$ cat src/rtl/uart_wb_master_bridge.sv
// UART (8N1, fixed CLK_DIV) command-frame parser driving a single-outstanding Wishbone master.
// Optional bus timeout with 0xEE error response: define UART_WB_BRIDGE_TIMEOUT_EN.
module uart_wb_master_bridge #(
  parameter int CLK_DIV = 16,
  parameter int TIMEOUT = 1024
) (
  input  logic        clk,
  input  logic        resetn,
  input  logic        ser_rx,
  output logic        ser_tx,
  output logic        wb_cyc_o,
  output logic        wb_stb_o,
  output logic        wb_we_o,
  output logic [3:0]  wb_sel_o,
  output logic [31:0] wb_adr_o,
  output logic [31:0] wb_dat_o,
  input  logic [31:0] wb_dat_i,
  input  logic        wb_ack_i,
  output logic        busy
);

  if (CLK_DIV < 4 || TIMEOUT < 1) begin : g_param_check
    $error("uart_wb_master_bridge: CLK_DIV must be >= 4 and TIMEOUT >= 1");
  end

  localparam logic [15:0] DIV_M1  = 16'(CLK_DIV - 1);
  localparam logic [15:0] HALF_M1 = 16'(CLK_DIV / 2 - 1);

  localparam logic [1:0] RX_IDLE  = 2'd0;
  localparam logic [1:0] RX_START = 2'd1;
  localparam logic [1:0] RX_DATA  = 2'd2;
  localparam logic [1:0] RX_STOP  = 2'd3;

  localparam logic [2:0] P_IDLE  = 3'd0;
  localparam logic [2:0] P_ADDR  = 3'd1;
  localparam logic [2:0] P_WDATA = 3'd2;
  localparam logic [2:0] P_BUS   = 3'd3;
  localparam logic [2:0] P_RESP  = 3'd4;

  logic        rx_s1_q, rx_s2_q;
  logic [1:0]  rx_state_q;
  logic [15:0] rx_cnt_q;
  logic [2:0]  rx_bit_q;
  logic [7:0]  rx_shift_q;
  logic        rx_valid_q, rx_ferr_q;

  always_ff @(posedge clk) begin
    if (!resetn) begin
      rx_s1_q    <= 1'b1;
      rx_s2_q    <= 1'b1;
      rx_state_q <= RX_IDLE;
      rx_cnt_q   <= '0;
      rx_bit_q   <= '0;
      rx_shift_q <= '0;
      rx_valid_q <= 1'b0;
      rx_ferr_q  <= 1'b0;
    end else begin
      rx_s1_q    <= ser_rx;
      rx_s2_q    <= rx_s1_q;
      rx_valid_q <= 1'b0;
      rx_ferr_q  <= 1'b0;
      case (rx_state_q)
        RX_IDLE: begin
          rx_cnt_q <= '0;
          if (!rx_s2_q) rx_state_q <= RX_START;
        end
        RX_START: begin
          if (rx_cnt_q == HALF_M1) begin
            // a line that is high again at mid-start was only a glitch
            rx_cnt_q   <= '0;
            rx_bit_q   <= '0;
            rx_state_q <= rx_s2_q ? RX_IDLE : RX_DATA;
          end else rx_cnt_q <= rx_cnt_q + 16'd1;
        end
        RX_DATA: begin
          if (rx_cnt_q == DIV_M1) begin
            rx_cnt_q   <= '0;
            rx_shift_q <= {rx_s2_q, rx_shift_q[7:1]};
            if (rx_bit_q == 3'd7) rx_state_q <= RX_STOP;
            else rx_bit_q <= rx_bit_q + 3'd1;
          end else rx_cnt_q <= rx_cnt_q + 16'd1;
        end
        default: begin
          if (rx_cnt_q == DIV_M1) begin
            rx_cnt_q   <= '0;
            rx_state_q <= RX_IDLE;
            if (rx_s2_q) rx_valid_q <= 1'b1;
            else rx_ferr_q <= 1'b1;
          end else rx_cnt_q <= rx_cnt_q + 16'd1;
        end
      endcase
    end
  end

  logic        tx_active_q;
  logic [9:0]  tx_shift_q;
  logic [15:0] tx_cnt_q;
  logic [3:0]  tx_bit_q;
  logic        tx_last, tx_free, tx_load;
  logic [7:0]  tx_byte;

  // stop bit ends this cycle; a new byte may be loaded on the same edge
  assign tx_last = tx_active_q && (tx_cnt_q == DIV_M1) && (tx_bit_q == 4'd9);
  assign tx_free = !tx_active_q || tx_last;
  assign ser_tx  = tx_active_q ? tx_shift_q[0] : 1'b1;

  always_ff @(posedge clk) begin
    if (!resetn) begin
      tx_active_q <= 1'b0;
      tx_shift_q  <= '1;
      tx_cnt_q    <= '0;
      tx_bit_q    <= '0;
    end else if (tx_load) begin
      tx_active_q <= 1'b1;
      tx_shift_q  <= {1'b1, tx_byte, 1'b0};
      tx_cnt_q    <= '0;
      tx_bit_q    <= '0;
    end else if (tx_active_q) begin
      if (tx_cnt_q == DIV_M1) begin
        tx_cnt_q <= '0;
        if (tx_bit_q == 4'd9) tx_active_q <= 1'b0;
        else begin
          tx_bit_q   <= tx_bit_q + 4'd1;
          tx_shift_q <= {1'b1, tx_shift_q[9:1]};
        end
      end else tx_cnt_q <= tx_cnt_q + 16'd1;
    end
  end

  logic [2:0]  state_q, state_d;
  logic [1:0]  bcnt_q, bcnt_d;
  logic        is_wr_q, is_wr_d;
  logic [31:0] adr_q, adr_d, dat_q, dat_d, resp_q, resp_d;
  logic [2:0]  rleft_q, rleft_d;
  logic        cyc_q, cyc_d, we_q, we_d, busy_q, busy_d;
`ifdef UART_WB_BRIDGE_TIMEOUT_EN
  logic [31:0] to_cnt_q, to_cnt_d;
`endif

  always_comb begin
    state_d = state_q;
    bcnt_d  = bcnt_q;
    is_wr_d = is_wr_q;
    adr_d   = adr_q;
    dat_d   = dat_q;
    resp_d  = resp_q;
    rleft_d = rleft_q;
    cyc_d   = cyc_q;
    we_d    = we_q;
    busy_d  = busy_q;
    tx_load = 1'b0;
    tx_byte = resp_q[7:0];
    case (state_q)
      P_IDLE: begin
        if (rx_valid_q && (rx_shift_q == 8'h01 || rx_shift_q == 8'h02)) begin
          is_wr_d = (rx_shift_q == 8'h01);
          bcnt_d  = '0;
          busy_d  = 1'b1;
          state_d = P_ADDR;
        end
      end
      P_ADDR, P_WDATA: begin
        if (rx_ferr_q) begin
          busy_d  = 1'b0;
          state_d = P_IDLE;
        end else if (rx_valid_q) begin
          if (state_q == P_ADDR) adr_d = {rx_shift_q, adr_q[31:8]};
          else dat_d = {rx_shift_q, dat_q[31:8]};
          bcnt_d = bcnt_q + 2'd1;
          if (bcnt_q == 2'd3)
            state_d = (state_q == P_ADDR && is_wr_q) ? P_WDATA : P_BUS;
        end
      end
      P_BUS: begin
        if (!cyc_q) begin
          cyc_d = 1'b1;
          we_d  = is_wr_q;
        end else if (wb_ack_i) begin
          cyc_d   = 1'b0;
          we_d    = 1'b0;
          resp_d  = is_wr_q ? 32'h0000_00A5 : wb_dat_i;
          rleft_d = is_wr_q ? 3'd1 : 3'd4;
          state_d = P_RESP;
        end
`ifdef UART_WB_BRIDGE_TIMEOUT_EN
        if (to_cnt_q == 32'(TIMEOUT - 1) && !(cyc_q && wb_ack_i)) begin
          cyc_d   = 1'b0;
          we_d    = 1'b0;
          resp_d  = 32'h0000_00EE;
          rleft_d = 3'd1;
          state_d = P_RESP;
        end
`endif
      end
      P_RESP: begin
        if (tx_free) begin
          if (rleft_q != 3'd0) begin
            tx_load = 1'b1;
            resp_d  = resp_q >> 8;
            rleft_d = rleft_q - 3'd1;
          end else begin
            busy_d  = 1'b0;
            state_d = P_IDLE;
          end
        end
      end
      default: state_d = P_IDLE;
    endcase
`ifdef UART_WB_BRIDGE_TIMEOUT_EN
    to_cnt_d = (state_q == P_BUS) ? to_cnt_q + 32'd1 : '0;
`endif
  end

  always_ff @(posedge clk) begin
    if (!resetn) begin
      state_q <= P_IDLE;
      bcnt_q  <= '0;
      is_wr_q <= 1'b0;
      adr_q   <= '0;
      dat_q   <= '0;
      resp_q  <= '0;
      rleft_q <= '0;
      cyc_q   <= 1'b0;
      we_q    <= 1'b0;
      busy_q  <= 1'b0;
`ifdef UART_WB_BRIDGE_TIMEOUT_EN
      to_cnt_q <= '0;
`endif
    end else begin
      state_q <= state_d;
      bcnt_q  <= bcnt_d;
      is_wr_q <= is_wr_d;
      adr_q   <= adr_d;
      dat_q   <= dat_d;
      resp_q  <= resp_d;
      rleft_q <= rleft_d;
      cyc_q   <= cyc_d;
      we_q    <= we_d;
      busy_q  <= busy_d;
`ifdef UART_WB_BRIDGE_TIMEOUT_EN
      to_cnt_q <= to_cnt_d;
`endif
    end
  end

  assign wb_cyc_o = cyc_q;
  assign wb_stb_o = cyc_q;
  assign wb_we_o  = we_q;
  assign wb_sel_o = {4{cyc_q}};
  assign wb_adr_o = adr_q;
  assign wb_dat_o = dat_q;
  assign busy     = busy_q;

endmodule

$ cat config.mk
export PLATFORM = sky130hd
export DESIGN_NAME = uart_wb_master_bridge
export DESIGN_NICKNAME = d
export VERILOG_FILES = /design/src/rtl/uart_wb_master_bridge.sv
export SDC_FILE = /design/constraint.sdc
export NUM_CORES = 1
export LEC_CHECK = 0
export CAP_MARGIN = 20
export CORE_MARGIN = 3
export CORE_UTILIZATION = 35
export DETAILED_ROUTE_END_ITERATION = 7
export PLACE_DENSITY_LB_ADDON = 0.2
export SKIP_LAST_GASP = 1
export SYNTH_ARGS = -nofsm -noshare
export SYNTH_HDL_FRONTEND = slang
export SYNTH_SLANG_ARGS = --single-unit
export TNS_END_PERCENT = 5
$ cat constraint.sdc
create_clock -name clk -period 2.6 [get_ports clk]
set_clock_uncertainty 0.15 [all_clocks]
set_input_delay 0.39 -clock clk [delete_from_list [all_inputs] [get_ports clk]]
set_output_delay 0.39 -clock clk [all_outputs]
set_load 0.02 [all_outputs]
==> metrics.cfg <==
[power_and_ir_drop]
cellLeakagePower_nw=3.080
p_sw_frac=0.2161
comb_power_share=0.034
p_per_area_nw_per_um2=591.5
ir_drop_mv=0.4737
seq_power_share=0.488
power_switching_mw=1.165
p_int_mw=4.227
p_total_mw=5.392
pwr-share-clk=0.478

[layout]
drive_gt1_frac=0.07867
area_delta_synth_final_pct=26.91
seqCellArea_um2=3423
finish.instance_area_um2=9116
multi_input_area_um2=3441
diodes=0
nNetsFinal=998
n_fill_cell=1998

[critical_path]
worstPathArrival_ns=2.50
r2r_cells=6
timing.rr.end=resp_q[13]
worst_setup_path_start_kind=flip-flop
path_class=flip-flop to flip-flop
crit_required_ns=2.78
r2r_slack_ns=0.28
rr_startpoint=state_q[2]
crit_path_end_kind=flip-flop
cp_max_fo=29

[floorplan]
die_y_um=149.3
rows=51
io_pins=109
core_um2=19780
die_x_um=149.3
initial_core_util=0.3631
die-area_um2=22280

[route]
wl_um=17100
first_pass_iters=6
wl_per_cell_um=13.89
via_per_inst=5.000
initialDrtViolationCount=383
drc=0
antenna_left=0
vias=6155

[min_path]
whs_path_depth=1
hold_start=rx_s1_q
hold_class=flip-flop to flip-flop
hold_end=rx_s2_q

[logic_synthesis]
ys_types=54
synth_compound_area_frac=0.1538
synth_top_cell_by_area=dfxtp_1
synthSimpleGateAreaFrac=0.2625
ys_top_cells_by_count=nand2_1 (188), dfxtp_1 (171), a21oi_1 (104)
yosysSeqAreaShare=0.4766
synth_top_area_share=0.4766
synth-seq-cells=171
muxShareOfSynthArea=0.002787
synthAdderAreaFrac=0.01568
synth_nets=910
synth_most_common_cell=nand2_1
synth_cells=865
synth_top_family_by_area=simple AND/OR/NAND/NOR gates
syn_area_um2=7183
yosysWarnings=0
synth.top_cells.by_area=dfxtp_1 (48%), nand2_1 (9.8%), a21oi_1 (7.2%), nor2_1 (3.0%), nor3_1 (2.5%)
dominantRegCellSynth=dfxtp_1
syn_area_per_cell_um2=8.304
async_flop_share=0
synth_enable_flop_cells=0
synth_xor_area_frac=0.04146

[sta]
fin_crit_sh=0.8904
fin_crit_ns=2.315
worst_slew_pin_slew_ns=0.6970
relSlewSlack=0.5317
rsz0062_at_grt=no
fin_tns_setup_ns=0
setup_viol=0
fmax_ghz=0.4320
finalHoldViolCount=0
slew_viol_final=0

[clock_network]
clk_pin_slew_ns=0.07
numCtsBuffers=17
root_buffer=clkbuf_16
max-clock-path-buffers=2
clkLatencyLatePin_ns=0.42
cts_tree=done
post_cts_buffers=0
cts_sinks=171
ctsResizeCount=0
htreeDepth=4
postCtsHoldBufs=0

[placed_design]
placed_cell_area_um2=8517
hpwl_um=11320
routabilityCongestion=0.7804
port_buffers=108

[run_status]
outcome=finished clean

[run]
maxCapViolCount=0

[grt]
grt_remaining_overflow=0
grt_pass1_vias=5562
grt_pass1_wl_um=28210
grt_max_degree=115
antenna_found_initial=0
grt.total_usage=0.1534

worst max-delay path, stage by stage (launching register included):
cell and delay (ns):
dfxtp_1 0.49, or3b_1 0.56, nor3_4 0.25, a21o_4 0.15, buf_4 0.31, nor3_1 0.09, a211oi_1 0.22
worst max-delay path by stage:
stage / cells after the start / slack (ns) / startpoint / to
floorplan: 7 / 0.59 / tx_cnt_q[0] / resp_q[2]
global placement: 6 / 0.36 / state_q[2] / resp_q[20]
detailed placement: 6 / 0.29 / state_q[2] / resp_q[13]
CTS: 6 / 0.26 / state_q[2] / resp_q[13]
global route: 6 / 0.05 / state_q[2] / resp_q[13]
finish: 6 / 0.28 / state_q[2] / resp_q[13]
registers in the layout (all words and copies together), names as in the netlist, 2 cells and up:
register    cells
rx_bit_q        3
tx_cnt_q       16
tx_bit_q        4
state_q         3
resp_q         32
wb_adr_o       32
rleft_q         3
rx_cnt_q       16
bcnt_q          2
wb_dat_o       32
rx_shift_q      8
rx_state_q      2
tx_shift_q      9
layout by cell type, fill, tap and decap left out, drive strengths merged, types with 6 or more instances in the layout:
| master | count |
|---|---|
| dfxtp | 171 |
| xor2 | 17 |
| nor4 | 6 |
| clkinv | 6 |
| and3 | 7 |
| nand2 | 188 |
| a221oi | 6 |
| clkdlybuf4s50 | 108 |
| nor3b | 23 |
| nand4 | 24 |
| a21oi | 104 |
| nand2b | 10 |
| ha | 9 |
| a211oi | 21 |
| nor2 | 59 |
| nor3 | 38 |
| o41ai | 6 |
| clkbuf | 18 |
| xnor2 | 17 |
| inv | 12 |
| buf | 23 |
| nand3 | 23 |
| o21ai | 22 |
cell type report:
type,instances,share of cell area
sequential,171,0.3755
timing repair buffer,131,0.1403
multi-input combinational,621,0.3774
clock buffer,18,0.04708
clock inverter,14,0.01867
inverter,11,0.004666
tap,265,0.03637
routing by layer:
| layer | vias up | GRT usage | routed length (µm) |
|---|---|---|---|
| met5 | - | 0 | 0 |
| met2 | 131 | 0.2231 | 7436 |
| met1 | 2844 | 0.2256 | 8613 |
| li1 | 3161 | - | - |
| met4 | 0 | 0.04073 | 216 |
| met3 | 19 | 0.03920 | 837 |
stage by stage:
step	util	worst slack, ns	hold WS (ns)	std cells
final	0.4608	0.2850	0.2580	1231
after CTS	0.4608	0.2618	0.2637	1231
after floorplan	-	0.5941	0.2363	865
after global routing	0.4608	0.05262	0.3066	1231
after detailed placement	0.4306	0.2872	0.2476	1199
after global placement	0.4306	0.3638	0.2411	1199
power groups by stage:
stage          Combinational [mW]  Clock [mW]  Sequential (mW)
6_report                    0.183        2.58             2.63
5_1_grt                     0.203        2.76             2.63
4_1_cts                     0.184        2.66             2.63
3_5_place_dp                0.183           0             2.69
3_3_place_gp                0.184           0             2.69
2_1_floorplan              0.0996           0             2.69
kinds of logic (layout without fill, tap and decap cells):
kind of cell	count (synthesis)	in the layout
xor+xnor	34	34
buf+inv	73	174
flops	171	171
fa+ha+maj	9	9
simple gates	399	399
compound gates	177	177
mux	2	2
(Power assumes the default switching activity.)
